[src/rtl/cpu_pkg.sv]
// Shared definitions for the fetch stage and the cpu: opcode map, NOP word
// and the fetch state encoding.
package cpu_pkg;

    localparam logic [3:0] OP_LDI  = 4'h0;
    localparam logic [3:0] OP_ST   = 4'h1;
    localparam logic [3:0] OP_LD   = 4'h2;
    localparam logic [3:0] OP_ADDI = 4'h3;
    localparam logic [3:0] OP_NOP  = 4'hE;
    localparam logic [3:0] OP_HALT = 4'hF;

    localparam logic [15:0] NOP_INSTR = {OP_NOP, 12'h000};

    typedef enum logic [1:0] {
        ST_IDLE,
        ST_FETCH,
        ST_ISSUE,
        ST_HALT
    } fetch_state_t;

endpackage

[src/rtl/instr_fetch_prog_mem.sv]
// Program store: one write port and a registered read port, no reset.
// A same-cycle write to the read address is forwarded to the read register.
module prog_mem #(
    parameter int ADDR_W = 4,
    parameter int DATA_W = 16
) (
    input  logic              clk,
    input  logic              we,
    input  logic [ADDR_W-1:0] waddr,
    input  logic [DATA_W-1:0] wdata,
    input  logic [ADDR_W-1:0] raddr,
    output logic [DATA_W-1:0] rdata
);

    logic [DATA_W-1:0] mem [2**ADDR_W];

    // Forwarding lets a load in the same cycle as start be seen by the first fetch.
    always_ff @(posedge clk) begin
        if (we) begin
            mem[waddr] <= wdata;
        end
        if (we && (waddr == raddr)) begin
            rdata <= wdata;
        end else begin
            rdata <= mem[raddr];
        end
    end

endmodule

[src/rtl/instr_fetch.sv]
// Instruction fetch stage: walks the program store from pc 0 on start, holding
// each word on instr for HOLD_CYCLES cycles, and stops on HALT or end of store.
module instr_fetch
    import cpu_pkg::*;
#(
    parameter int ADDR_W      = 4,
    parameter int INSTR_W     = 16,
    parameter int HOLD_CYCLES = 2
) (
    input  logic               clk,
    input  logic               reset,
    input  logic               load_en,
    input  logic [ADDR_W-1:0]  load_addr,
    input  logic [INSTR_W-1:0] load_data,
    input  logic               start,
    output logic [INSTR_W-1:0] instr,
    output logic               instr_valid,
    output logic [ADDR_W-1:0]  pc,
    output logic               busy,
    output logic               halted
);

    localparam int CNT_W = $clog2(HOLD_CYCLES + 1);
    localparam logic [ADDR_W-1:0]  PC_LAST = '1;
    localparam logic [INSTR_W-1:0] NOP_W   = INSTR_W'(NOP_INSTR);

    fetch_state_t       state, state_nxt;
    logic [ADDR_W-1:0]  pc_q, pc_nxt;
    logic [CNT_W-1:0]   cnt_q, cnt_nxt;
    logic [INSTR_W-1:0] instr_q, instr_nxt;
    logic               valid_q, valid_nxt;
    logic               mem_we;
    logic [INSTR_W-1:0] mem_rdata;

    assign mem_we = load_en && ((state == ST_IDLE) || (state == ST_HALT));

    // The read address is the next pc, so the word is ready during the FETCH cycle.
    prog_mem #(
        .ADDR_W(ADDR_W),
        .DATA_W(INSTR_W)
    ) u_prog_mem (
        .clk  (clk),
        .we   (mem_we),
        .waddr(load_addr),
        .wdata(load_data),
        .raddr(pc_nxt),
        .rdata(mem_rdata)
    );

    always_ff @(posedge clk or negedge reset) begin
        if (!reset) begin
            state   <= ST_IDLE;
            pc_q    <= '0;
            cnt_q   <= '0;
            instr_q <= NOP_W;
            valid_q <= 1'b0;
        end else begin
            state   <= state_nxt;
            pc_q    <= pc_nxt;
            cnt_q   <= cnt_nxt;
            instr_q <= instr_nxt;
            valid_q <= valid_nxt;
        end
    end

    always_comb begin
        state_nxt = state;
        pc_nxt    = pc_q;
        cnt_nxt   = cnt_q;
        instr_nxt = instr_q;
        valid_nxt = valid_q;
        case (state)
            ST_IDLE, ST_HALT: begin
                if (start) begin
                    state_nxt = ST_FETCH;
                    pc_nxt    = '0;
                end
            end
            ST_FETCH: begin
                if (mem_rdata[INSTR_W-1 -: 4] == OP_HALT) begin
                    state_nxt = ST_HALT;
                    instr_nxt = NOP_W;
                    valid_nxt = 1'b0;
                end else begin
                    state_nxt = ST_ISSUE;
                    instr_nxt = mem_rdata;
                    valid_nxt = 1'b1;
                    cnt_nxt   = CNT_W'(HOLD_CYCLES - 1);
                end
            end
            ST_ISSUE: begin
                if (cnt_q == '0) begin
                    instr_nxt = NOP_W;
                    valid_nxt = 1'b0;
                    // The last word of the store ends the program; pc never wraps.
                    if (pc_q == PC_LAST) begin
                        state_nxt = ST_HALT;
                    end else begin
                        pc_nxt    = pc_q + ADDR_W'(1);
                        state_nxt = ST_FETCH;
                    end
                end else begin
                    cnt_nxt = cnt_q - CNT_W'(1);
                end
            end
            default: begin
                state_nxt = ST_IDLE;
            end
        endcase
    end

    assign instr       = instr_q;
    assign instr_valid = valid_q;
    assign pc          = pc_q;
    assign busy        = (state == ST_FETCH) || (state == ST_ISSUE);
    assign halted      = (state == ST_HALT);

endmodule

[config.mk]
export PLATFORM = sky130hd
export DESIGN_NAME = instr_fetch
export DESIGN_NICKNAME = d
export VERILOG_FILES = /design/src/rtl/cpu_pkg.sv /design/src/rtl/instr_fetch_prog_mem.sv /design/src/rtl/instr_fetch.sv
export SDC_FILE = /design/constraint.sdc
export NUM_CORES = 1
export LEC_CHECK = 0
export CORE_MARGIN = 2
export CORE_UTILIZATION = 65
export CTS_CLUSTER_SIZE = 30
export DETAILED_ROUTE_END_ITERATION = 10
export PLACE_DENSITY = 0.82
export SLEW_MARGIN = 20
export SYNTH_ARGS = -nofsm -noshare
export SYNTH_HDL_FRONTEND = slang
export SYNTH_SLANG_ARGS = --single-unit
[constraint.sdc]
create_clock -name clk -period 4.4 [get_ports clk]
set_clock_uncertainty 0.2 [all_clocks]
set_input_delay 1.32 -clock clk [delete_from_list [all_inputs] [get_ports clk]]
set_output_delay 1.32 -clock clk [all_outputs]
set_load 0.02 [all_outputs]
-- Word level (Yosys, flattened, before mapping)
Memories as Yosys holds them, arrays and structs flattened. A register that Yosys moved wholly into a read port is not among the register bits.
Index checks and enable logic that the tools add are counted.
- register bits after elaboration: 25
- bits in latches: 0
- bits in writable memories: 256
- bits in read-only memories: 0
- input bits: 24
- output and inout port bits: 23
- logic and storage cells: 47
- memories kept: 1
- memories (memory ; depth ; bits a word ; rd ports ; clocked after Yosys merged registers in ; write ports ; RTL line ; text):
    u_prog_mem.mem ; 16 ; 16 ; 1 ; 1 ; 1 ; instr_fetch_prog_mem.sv:15 ; logic [DATA_W-1:0] mem [2**ADDR_W];
- add/sub/neg operators: 2
- multipliers: 0
- divide/modulo/power cells: 0
- $lt $le $gt $ge: 0
- eq/ne operators: 9
- shift-type cells: 0
- multiplexer cells: 20
- bitwise operators: 0
- reductions and logical operators: 10
- operator list (operator ; count):
    2-to-1 mux 16 bit ; 2
    case mux 16 bit (2 select lines) ; 1
    2-to-1 mux 4 bit ; 3
    2-to-1 mux 2 bit ; 5
    == test 4 bit, second input constant ; 2
    != test 2 bit, second input constant ; 4
    case mux 4 bit (2 select lines) ; 1
    case mux 2 bit (3 select lines) ; 1
    2-to-1 mux 1 bit ; 5
    adder 4 x 1 -> 4 bit, second input constant ; 1
    == test 2 bit, second input constant ; 2
    zero test 2 bit ; 2
    case mux 2 bit (2 select lines) ; 1
    AND reduction 2 bit ; 2
    AND reduction 3 bit ; 1
    == test 2 x 1 -> 1 bit, second input constant ; 1
    logical OR 1 bit ; 2
    case mux 1 bit (2 select lines) ; 1
    nonzero test 2 bit ; 1
    OR reduction 2 bit ; 1
    subtractor 2 x 1 -> 2 bit, second input constant ; 1
    logical AND 1 bit ; 1

-- Logic depth before layout (Yosys ltp)
Gate-level depths: netlist (run 1).
- depth in word-level cells: 5
- depth in mapped cells: 9
- depth with buffers taken out: 7

-- Cells and area by module
Synthesis (run 1) repeated with hierarchy kept, for this count alone.
- cell total of the unflattened synthesis: 518
- area total of the unflattened synthesis: 11005.6 um^2
- by module, submodules not included (module ; instances ; cells each ; area each (um^2) ; seq. area each (um^2)):
    prog_mem ; 1 ; 420 ; 9803.2 ; 7767.4
    instr_fetch ; 1 ; 98 ; 1202.4 ; 629.4

-- Worst setup path before layout (run 1)
Ideal clock, no wire load.
- path type: input -> register
- start point: input port load_en
- end point: memory u_prog_mem.mem[0][0] (enable)
- setup time: 0.409 ns
- data arrival time: 2.889 ns
- data required time: 3.791 ns
- path slack: 0.901 ns
- cell stages on the path: 3
- buffers on the path: 0
- cell sequence: nand2_1 -> or3_1 -> nor3_1
- word-level cells in the longest chain between the ends: 3
- RTL lines (item ; RTL line ; text):
    start: declaration ; instr_fetch.sv:12 ; input logic load_en,
    logical AND 1 bit ; instr_fetch.sv:35 ; assign mem_we = load_en && ((state == ST_IDLE) || (state == ST_HALT));
    2-to-1 mux 1 bit ; instr_fetch_prog_mem.sv:19 ; if (we) begin
    2-to-1 mux 1 bit (implied by the code) ; instr_fetch_prog_mem.sv:20 ; mem[waddr] <= wdata;
    end: declaration ; instr_fetch_prog_mem.sv:15 ;
Every way passes these cells.

-- Final worst setup path (run 1)
- start point: register state[0]
- end point: output port busy
- word-level cells in the longest chain between the ends: 2
- elaborated cells on any way between the ends: 3
- those cells by class: eq/ne: 2; reduce/logical: 1
- RTL lines (item ; RTL line ; text):
    start: declaration ; instr_fetch.sv:27 ; fetch_state_t state, state_nxt;
    start signal: assignment ; instr_fetch.sv:58 ; state <= state_nxt;
    == test 2 x 1 -> 1 bit or == test 2 bit (tied branches) ; instr_fetch.sv:115 ; assign busy = (state == ST_FETCH) || (state == ST_ISSUE);
    logical OR 1 bit (*) ; instr_fetch.sv:115 ;
    end: declaration ; instr_fetch.sv:19 ; output logic busy,
Every way passes the cells marked *; elsewhere a longest branch is shown, timed or not.

==> run_summary.xml, run 1 <==
<?xml version="1.0" encoding="UTF-8"?>
<metrics>
  <group name="route">
    <metric name="iteration_0_drc_count_of_the_detailed_router" unit="">549</metric>
    <metric name="drt-total-wl" unit="mm">23.32</metric>
    <metric name="post_drt_via_cell_ratio" unit="">6.647</metric>
    <metric name="postRouteAntennaNets" unit="">0</metric>
    <metric name="drc" unit="">0</metric>
    <metric name="via_count" unit="">5836</metric>
    <metric name="detail_route.wl_per_cell" unit="um">26.56</metric>
    <metric name="drt_pass1_iterations" unit="">5</metric>
  </group>
  <group name="sta">
    <metric name="postLayoutSetupSlackWorst" unit="ns">0.7321</metric>
    <metric name="number_of_setup_violations_in_the_final_report" unit="">0</metric>
    <metric name="grt_setup_unrepaired" unit="">false</metric>
    <metric name="fmaxAchievable" unit="MHz">272.6</metric>
    <metric name="final_min_period_over_clock_period" unit="%">83.36</metric>
    <metric name="report.final.hold_viol_count" unit="">0</metric>
    <metric name="final.min_clock_period" unit="ns">3.668</metric>
    <metric name="timing.slew.headroom" unit="%">50.73</metric>
    <metric name="tightest_slew" unit="ns">0.7390</metric>
    <metric name="timing.setup.tns" unit="ns">0</metric>
    <metric name="slew_viol_final" unit="">0</metric>
  </group>
  <group name="floorplanning">
    <metric name="die_w" unit="um">135.0</metric>
    <metric name="die_h" unit="um">135.0</metric>
    <metric name="die_area" unit="um2">18220</metric>
    <metric name="placementRows" unit="">47</metric>
    <metric name="ios" unit="">47</metric>
    <metric name="initial_core_util" unit="%">66.77</metric>
    <metric name="core_area" unit="um2">16700</metric>
  </group>
  <group name="outcome">
    <metric name="status" unit="">finished, final reports clean</metric>
  </group>
  <group name="worst_setup_path">
    <metric name="arrival" unit="ns">2.15</metric>
    <metric name="timing.critical_path.depth" unit="">4</metric>
    <metric name="setup.worst_path.end_class" unit="">output port</metric>
    <metric name="critPathRequiredTime" unit="ns">2.88</metric>
    <metric name="crit_path_max_incr_delay" unit="ns">0.61</metric>
    <metric name="timing.critical_path.max_delay_family" unit="">buffers and inverters</metric>
    <metric name="critPathMostFrequentCell" unit="">sky130_fd_sc_hd__inv_1</metric>
    <metric name="internal_reg_to_reg_setup_slack" unit="ns">1.10</metric>
    <metric name="worstPathCellList" unit="">inv_1 &gt; ha_1 &gt; inv_1 &gt; clkdlybuf4s50_1</metric>
    <metric name="critPathSlowestCell" unit="">sky130_fd_sc_hd__clkdlybuf4s50_1</metric>
    <metric name="worst_path_class_setup" unit="">reg2out</metric>
    <metric name="cp_max_fo" unit="">6</metric>
    <metric name="critical_path.n_buffers_inverters" unit="">3</metric>
    <metric name="start_kind" unit="">flop</metric>
    <metric name="timing.reg2reg.worst_path_depth" unit="">7</metric>
  </group>
  <group name="yosys">
    <metric name="number_of_synthesized_flops_with_an_enable_pin" unit="">256</metric>
    <metric name="syn-mean-instance-area" unit="um2">19.60</metric>
    <metric name="compound_gate_portion_of_the_synthesized_area" unit="%">4.219</metric>
    <metric name="ys_seq_area_share" unit="%">75.29</metric>
    <metric name="netlist-cell-type-count" unit="">44</metric>
    <metric name="synthCells" unit="">569</metric>
    <metric name="synth_area_in_adders" unit="%">0.5610</metric>
    <metric name="synth_top_family_by_area" unit="">multiplexers</metric>
    <metric name="asyncSetResetFlopFracSynth" unit="%">8.772</metric>
    <metric name="synthDominantAreaCellType" unit="">sky130_fd_sc_hd__edfxtp_1</metric>
    <metric name="synth_area_leaders" unit="">sky130_fd_sc_hd__edfxtp_1 69%, sky130_fd_sc_hd__mux4_2 11%, sky130_fd_sc_hd__dfrtp_1 4.9%</metric>
    <metric name="post_synth_and_or_nand_nor_area_fraction" unit="%">4.140</metric>
    <metric name="post_synth_xor_area_fraction" unit="%">0</metric>
    <metric name="synth.area.mux_share" unit="%">14.04</metric>
    <metric name="synth_nets" unit="">598</metric>
    <metric name="flops_latches_synth" unit="">285</metric>
    <metric name="synth_area" unit="um2">11150</metric>
    <metric name="netlist.area_leader.share" unit="%">68.93</metric>
    <metric name="postSynth.topFlopCell" unit="">sky130_fd_sc_hd__edfxtp_1</metric>
    <metric name="total_of_warnings_raised_by_yosys" unit="">0</metric>
  </group>
  <group name="layout">
    <metric name="antenna-diode-count" unit="">0</metric>
    <metric name="drive_above_1_share" unit="%">20.52</metric>
    <metric name="layout_common_cells" unit="">256 x sky130_fd_sc_hd__edfxtp_1, 54 x sky130_fd_sc_hd__mux4_2, 46 x sky130_fd_sc_hd__nand2_1, 46 x sky130_fd_sc_hd__clkdlybuf4s50_1</metric>
    <metric name="layout-area-overhead-vs-synth" unit="%">14.82</metric>
    <metric name="fin_nets" unit="">667</metric>
    <metric name="fin_cells" unit="">878</metric>
    <metric name="commonest_non_fill_non_tap_cell_in_the_layout" unit="">sky130_fd_sc_hd__edfxtp_1</metric>
  </group>
  <group name="place">
    <metric name="post-dp-hpwl" unit="mm">14.18</metric>
    <metric name="placement.io_buffers" unit="">46</metric>
    <metric name="routabilityCongestion" unit="">0.7952</metric>
    <metric name="pre_cts_slack" unit="ns">0.9900</metric>
    <metric name="post-place-cells" unit="">829</metric>
  </group>
  <group name="clock_network">
    <metric name="tritoncts" unit="">done</metric>
    <metric name="cts_made_buffers" unit="">27</metric>
    <metric name="htreeDepth" unit="">1</metric>
    <metric name="cts_hold_buf" unit="">0</metric>
    <metric name="ctsRootBufferMaster" unit="">sky130_fd_sc_hd__clkbuf_16</metric>
    <metric name="clock_path_buffers" unit="">3</metric>
    <metric name="worstSkewPairLatency" unit="ns">0.53</metric>
    <metric name="cts_resized" unit="">0</metric>
    <metric name="setup_repair_bufs_after_cts" unit="">0</metric>
    <metric name="cts.reportedPaths.clkPinSlew" unit="ns">0.06</metric>
    <metric name="clk_sink_count" unit="">285</metric>
  </group>
  <group name="pwr">
    <metric name="switching_portion_of_total_power" unit="%">26.05</metric>
    <metric name="power_per_cell_area" unit="nW/um2">540.3</metric>
    <metric name="power.clock.fraction" unit="%">33.5</metric>
    <metric name="power.net_switching" unit="mW">1.802</metric>
    <metric name="share_seq_of_total_power" unit="%">47.3</metric>
    <metric name="comb_power_share" unit="%">19.2</metric>
    <metric name="peakVddDrop" unit="uV">356.8</metric>
    <metric name="p_int" unit="mW">5.116</metric>
    <metric name="static-leakage-power" unit="nW">4.131</metric>
  </group>
  <group name="grt">
    <metric name="gr-total-overflow" unit="">0</metric>
    <metric name="grt_pass1_wl" unit="mm">36.06</metric>
    <metric name="global_route.usage.total" unit="%">27.04</metric>
    <metric name="initial_antenna_violation_count" unit="">0</metric>
    <metric name="number_of_global_route_vias_before_repair" unit="">5994</metric>
    <metric name="grt_max_degree" unit="">37</metric>
  </group>
  <group name="hold_path">
    <metric name="hold-path-cell-count" unit="">1</metric>
    <metric name="hp-class" unit="">reg2reg</metric>
  </group>
  <group name="flow_run">
    <metric name="cap_violations" unit="">0</metric>
  </group>
</metrics>
==> synthesized netlist by cell type (all sizes together), types with 4 or more instances <==
cell type and n:
a221oi 7, a22o 4, a22oi 6, a31oi 4, a32o 12, buf 16, clkbuf 12, dfrtp 22
dfxtp 4, edfxtp 256, ha 5, inv 8, mux2i 27, mux4 57, nand2 46, nand2b 4
nand3 14, nor2 24, nor3 5, o21ai 12
==> power groups by stage <==
stage	clock [mW]	sequential [mW]	combinational (mW)
global placement	0	3.32	1.28
CTS	2.34	3.28	1.33
finish	2.32	3.27	1.33
global route	2.44	3.30	1.43
floorplan	0	3.34	0.848
detailed placement	0	3.33	1.31
==> flip-flops by register name (all words and copies together), names as in the netlist, named ones only <==
signal and count:
instr_valid 1, u_prog_mem.mem 256, state 2, pc 4
instr 16, cnt_q 2
==> final timing paths <==
path / from / end
setup / recovery: state[0] / busy
hold / removal: instr_valid / instr_valid
setup reg to reg: flop / instr[7]
hold reg to reg: instr_valid / instr_valid
max in group asynchronous: reset / instr[13]
min in group asynchronous: reset / instr[10]
==> cell families after synthesis <==
family | after synthesis
multiplexers | 84
AO/OA/AOI/OAI | 54
buffers and inverters | 36
AND/OR/NAND/NOR | 105
adder cells (fa/ha/maj) | 5
flip-flops | 285
==> worst reg2reg max path: cells and delay by family, from the launching register on <==
family | cells | cell delay (ns)
compound gates | 5 | 1.60
flops | 1 | 0.56
buf+inv | 1 | 0.45
simple gates | 1 | 0.43
==> stage by stage <==
stage | hold WS [ns] | power, mW | util, % | area (um2)
2_1_floorplan | 0.3049 | 4.193 | - | 11150
3_3_place_gp | 0.2748 | 4.596 | 71.34 | 11910
3_5_place_dp | 0.2647 | 4.641 | 71.34 | 11910
4_1_cts | 0.2924 | 6.946 | 76.65 | 12800
5_1_grt | 0.3257 | 7.160 | 76.67 | 12800
6_report | 0.2969 | 6.918 | 76.67 | 12800
==> per-layer routing <==
metal / share of wire, % / GRT usage (%) / up-vias
li1: - / - / 2441
met1: 41 / 39.85 / 3061
met2: 49 / 43.09 / 300
met3: 8.3 / 4.880 / 34
met4: 1.9 / 7.407 / 0
met5: 0 / 0 / -
==> cell type report <==
cell class / count / area, um2
Clock inverter: 12 / 133.9
Inverter: 8 / 30.03
Clock buffer: 37 / 753.2
Tap cell: 220 / 275.3
Sequential cell: 285 / 8403
Timing Repair Buffer: 68 / 625.6
Multi-Input combinational cell: 248 / 2584
Fill cell: 883 / 3896
No activity file was read; power rests on OpenSTA's default activity.
==> run 2: changes to the inputs <==
--- a/config.mk
+++ b/config.mk
@@ -6,10 +6,10 @@
 export NUM_CORES = 1
 export LEC_CHECK = 0
 export CORE_MARGIN = 2
-export CORE_UTILIZATION = 65
+export CORE_UTILIZATION = 60
 export CTS_CLUSTER_SIZE = 30
 export DETAILED_ROUTE_END_ITERATION = 10
-export PLACE_DENSITY = 0.82
+export PLACE_DENSITY = 0.76
 export SLEW_MARGIN = 20
 export SYNTH_ARGS = -nofsm -noshare
 export SYNTH_HDL_FRONTEND = slang
==> constraint.sdc (replaced) <==
create_clock -name clk -period 3.7 [get_ports clk]
set_clock_uncertainty 0.2 [all_clocks]
set_input_delay 1.11 -clock clk [delete_from_list [all_inputs] [get_ports clk]]
set_output_delay 1.11 -clock clk [all_outputs]
set_load 0.02 [all_outputs]
==> run 2 against run 1 <==
Final area grew 1.3%. Power grew 23%. Cell count grew 2.2%. Core utilization shrank 5.0 points. Sequential power grew 19%. Critical path depth is the same. Flip-flop and latch count is the same. Via count shrank 0.17%. Non-clock buffer count grew 6. Combinational power grew 23%. Sequential share of layout area shrank 0.84 points.
==> run_summary.xml, run 2 (synthesized netlist as in run 1, its figures left out) <==
<?xml version="1.0" encoding="UTF-8"?>
<metrics>
  <group name="sta">
    <metric name="slew_viol_final" unit="">0</metric>
    <metric name="timing.setup.tns" unit="ns">0</metric>
    <metric name="number_of_setup_violations_in_the_final_report" unit="">0</metric>
    <metric name="tightest_slew" unit="ns">0.7071</metric>
    <metric name="fmaxAchievable" unit="MHz">292.2</metric>
    <metric name="timing.slew.headroom" unit="%">52.71</metric>
    <metric name="final_min_period_over_clock_period" unit="%">92.51</metric>
    <metric name="grt_setup_unrepaired" unit="">false</metric>
    <metric name="report.final.hold_viol_count" unit="">0</metric>
    <metric name="final.min_clock_period" unit="ns">3.423</metric>
  </group>
  <group name="route">
    <metric name="drt-total-wl" unit="mm">23.61</metric>
    <metric name="post_drt_via_cell_ratio" unit="">6.495</metric>
    <metric name="drc" unit="">0</metric>
    <metric name="via_count" unit="">5826</metric>
    <metric name="drt_pass1_iterations" unit="">5</metric>
    <metric name="detail_route.wl_per_cell" unit="um">26.32</metric>
    <metric name="postRouteAntennaNets" unit="">0</metric>
    <metric name="iteration_0_drc_count_of_the_detailed_router" unit="">732</metric>
  </group>
  <group name="worst_setup_path">
    <metric name="critPathSlowestCell" unit="">sky130_fd_sc_hd__clkdlybuf4s50_1</metric>
    <metric name="crit_path_max_incr_delay" unit="ns">0.60</metric>
    <metric name="critPathRequiredTime" unit="ns">2.39</metric>
    <metric name="reg2reg_to" unit="">instr[3]</metric>
    <metric name="timing.critical_path.max_delay_family" unit="">buffers and inverters</metric>
    <metric name="critical_path.n_buffers_inverters" unit="">3</metric>
    <metric name="worst_path_class_setup" unit="">reg2out</metric>
    <metric name="start_kind" unit="">flop</metric>
    <metric name="worstPathCellList" unit="">inv_1 &gt; ha_1 &gt; inv_1 &gt; clkdlybuf4s50_1</metric>
    <metric name="timing.critical_path.depth" unit="">4</metric>
    <metric name="cp_max_fo" unit="">6</metric>
    <metric name="setup.worst_path.end_class" unit="">output port</metric>
    <metric name="arrival" unit="ns">2.11</metric>
    <metric name="timing.reg2reg.worst_path_depth" unit="">7</metric>
    <metric name="critPathMostFrequentCell" unit="">sky130_fd_sc_hd__inv_1</metric>
    <metric name="internal_reg_to_reg_setup_slack" unit="ns">0.79</metric>
  </group>
  <group name="hold_path">
    <metric name="hold-path-cell-count" unit="">1</metric>
    <metric name="holdCritStartpoint" unit="">instr[7]</metric>
    <metric name="min_delay_worst_endpoint" unit="">instr[7]</metric>
    <metric name="hp-class" unit="">reg2reg</metric>
  </group>
  <group name="clock_network">
    <metric name="cts_resized" unit="">0</metric>
    <metric name="tritoncts" unit="">done</metric>
    <metric name="clock_path_buffers" unit="">3</metric>
    <metric name="clk_sink_count" unit="">285</metric>
    <metric name="htreeDepth" unit="">1</metric>
    <metric name="cts_made_buffers" unit="">29</metric>
    <metric name="cts.reportedPaths.clkPinSlew" unit="ns">0.06</metric>
    <metric name="setup_repair_bufs_after_cts" unit="">0</metric>
    <metric name="cts_hold_buf" unit="">0</metric>
    <metric name="worstSkewPairLatency" unit="ns">0.53</metric>
    <metric name="ctsRootBufferMaster" unit="">sky130_fd_sc_hd__clkbuf_16</metric>
  </group>
  <group name="layout">
    <metric name="fin_nets" unit="">675</metric>
    <metric name="nFillCells" unit="">1059</metric>
    <metric name="antenna-diode-count" unit="">0</metric>
    <metric name="largest_register_ffs" unit="">256</metric>
    <metric name="commonest_non_fill_non_tap_cell_in_the_layout" unit="">sky130_fd_sc_hd__edfxtp_1</metric>
    <metric name="layout_common_cells" unit="">256 x sky130_fd_sc_hd__edfxtp_1, 54 x sky130_fd_sc_hd__mux4_2, 46 x sky130_fd_sc_hd__nand2_1, 46 x sky130_fd_sc_hd__clkdlybuf4s50_1, 29 x sky130_fd_sc_hd__clkbuf_16</metric>
    <metric name="drive_above_1_share" unit="%">21.56</metric>
    <metric name="top_reg_by_flops" unit="">u_prog_mem.mem</metric>
    <metric name="layout-area-overhead-vs-synth" unit="%">16.31</metric>
  </group>
  <group name="grt">
    <metric name="number_of_global_route_vias_before_repair" unit="">5836</metric>
    <metric name="gr-total-overflow" unit="">0</metric>
    <metric name="grt_pass1_wl" unit="mm">35.85</metric>
    <metric name="initial_antenna_violation_count" unit="">0</metric>
    <metric name="grt_max_degree" unit="">28</metric>
    <metric name="global_route.usage.total" unit="%">24.48</metric>
  </group>
  <group name="floorplanning">
    <metric name="ios" unit="">47</metric>
    <metric name="die_w" unit="um">140.3</metric>
    <metric name="die_area" unit="um2">19690</metric>
    <metric name="die_h" unit="um">140.3</metric>
    <metric name="initial_core_util" unit="%">61.66</metric>
    <metric name="core_area" unit="um2">18090</metric>
    <metric name="placementRows" unit="">49</metric>
  </group>
  <group name="place">
    <metric name="routabilityCongestion" unit="">0.7984</metric>
    <metric name="post-dp-hpwl" unit="mm">14.85</metric>
    <metric name="placement.io_buffers" unit="">46</metric>
  </group>
  <group name="pwr">
    <metric name="post-layout-total-power" unit="mW">8.542</metric>
    <metric name="peakVddDrop" unit="uV">432.1</metric>
    <metric name="power_per_cell_area" unit="nW/um2">658.5</metric>
    <metric name="static-leakage-power" unit="nW">4.201</metric>
  </group>
  <group name="outcome">
    <metric name="status" unit="">finished, final reports clean</metric>
  </group>
  <group name="flow_run">
    <metric name="cap_violations" unit="">0</metric>
  </group>
</metrics>
==> run 2: changes by cell type in the layout (fill, tap and decap cells not counted), moves of 2 or more <==
cell	before	now
sky130_fd_sc_hd__clkbuf_8	4	0
sky130_fd_sc_hd__bufinv_16	3	6
sky130_fd_sc_hd__buf_4	22	28
sky130_fd_sc_hd__clkbuf_16	27	29
sky130_fd_sc_hd__clkinvlp_4	1	4
==> run 2: cell type report <==
type | count | area, um2 | share of cell area (%)
multi-input combinational | 248 | 2580 | 19.89
timing repair buffer | 74 | 670.6 | 5.170
clock inverter | 19 | 256.5 | 1.977
clock buffer | 34 | 744.5 | 5.739
inverter | 8 | 30.03 | 0.2315
tap | 229 | 286.5 | 2.209
sequential | 285 | 8403 | 64.78
==> run 2: how the worst max path moves through the flow <==
stage,start,end,slack [ns]
4_1_cts,state[0],busy,0.27
5_1_grt,state[0],busy,0.22
3_5_place_dp,load_en,u_prog_mem.mem[3][8],0.60
6_report,state[0],busy,0.28
3_3_place_gp,load_en,u_prog_mem.mem[0][7],0.60
2_1_floorplan,load_en,u_prog_mem.mem[0][0],0.41
==> run 2: routing by layer <==
layer  part of all wire (%)  GRT usage (%)  vias to the layer above
li1                       -              -                     2463
met1                     42          36.84                     3028
met2                     48          38.05                      290
met3                    7.6          4.376                       45
met4                    2.0          6.592                        0
met5                      0              0                        -
==> run 2: power breakdown <==
part	switching (mW)	total [mW]	leakage, nW	internal, mW
clock	1.17	3.03	0.477	1.86
combinational	0.874	1.63	1.08	0.752
sequential	0.156	3.88	2.65	3.73
total	2.20	8.54	4.20	6.34
==> run 2: per-stage QoR <==
stage	hold WS (ns)	util [%]	area [um2]	cells	setup slack (ns)
detailed placement	0.2850	66.18	11970	844	0.6027
global route	0.3198	71.72	12970	897	0.2162
global placement	0.2705	66.18	11970	844	0.6009
CTS	0.3064	71.72	12970	897	0.2658
floorplan	0.3049	-	11150	569	0.4114
finish	0.3071	71.72	12970	897	0.2771
==> run 2: worst reg2reg max path: stages (launching register included) <==
cell                       delay [ns]
sky130_fd_sc_hd__dfxtp_4         0.69
sky130_fd_sc_hd__buf_4           0.36
sky130_fd_sc_hd__mux2i_1         0.29
sky130_fd_sc_hd__a221oi_2        0.09
sky130_fd_sc_hd__o21ai_0         0.37
sky130_fd_sc_hd__a22oi_4         0.17
sky130_fd_sc_hd__a21boi_4        0.42
sky130_fd_sc_hd__a32o_1          0.25
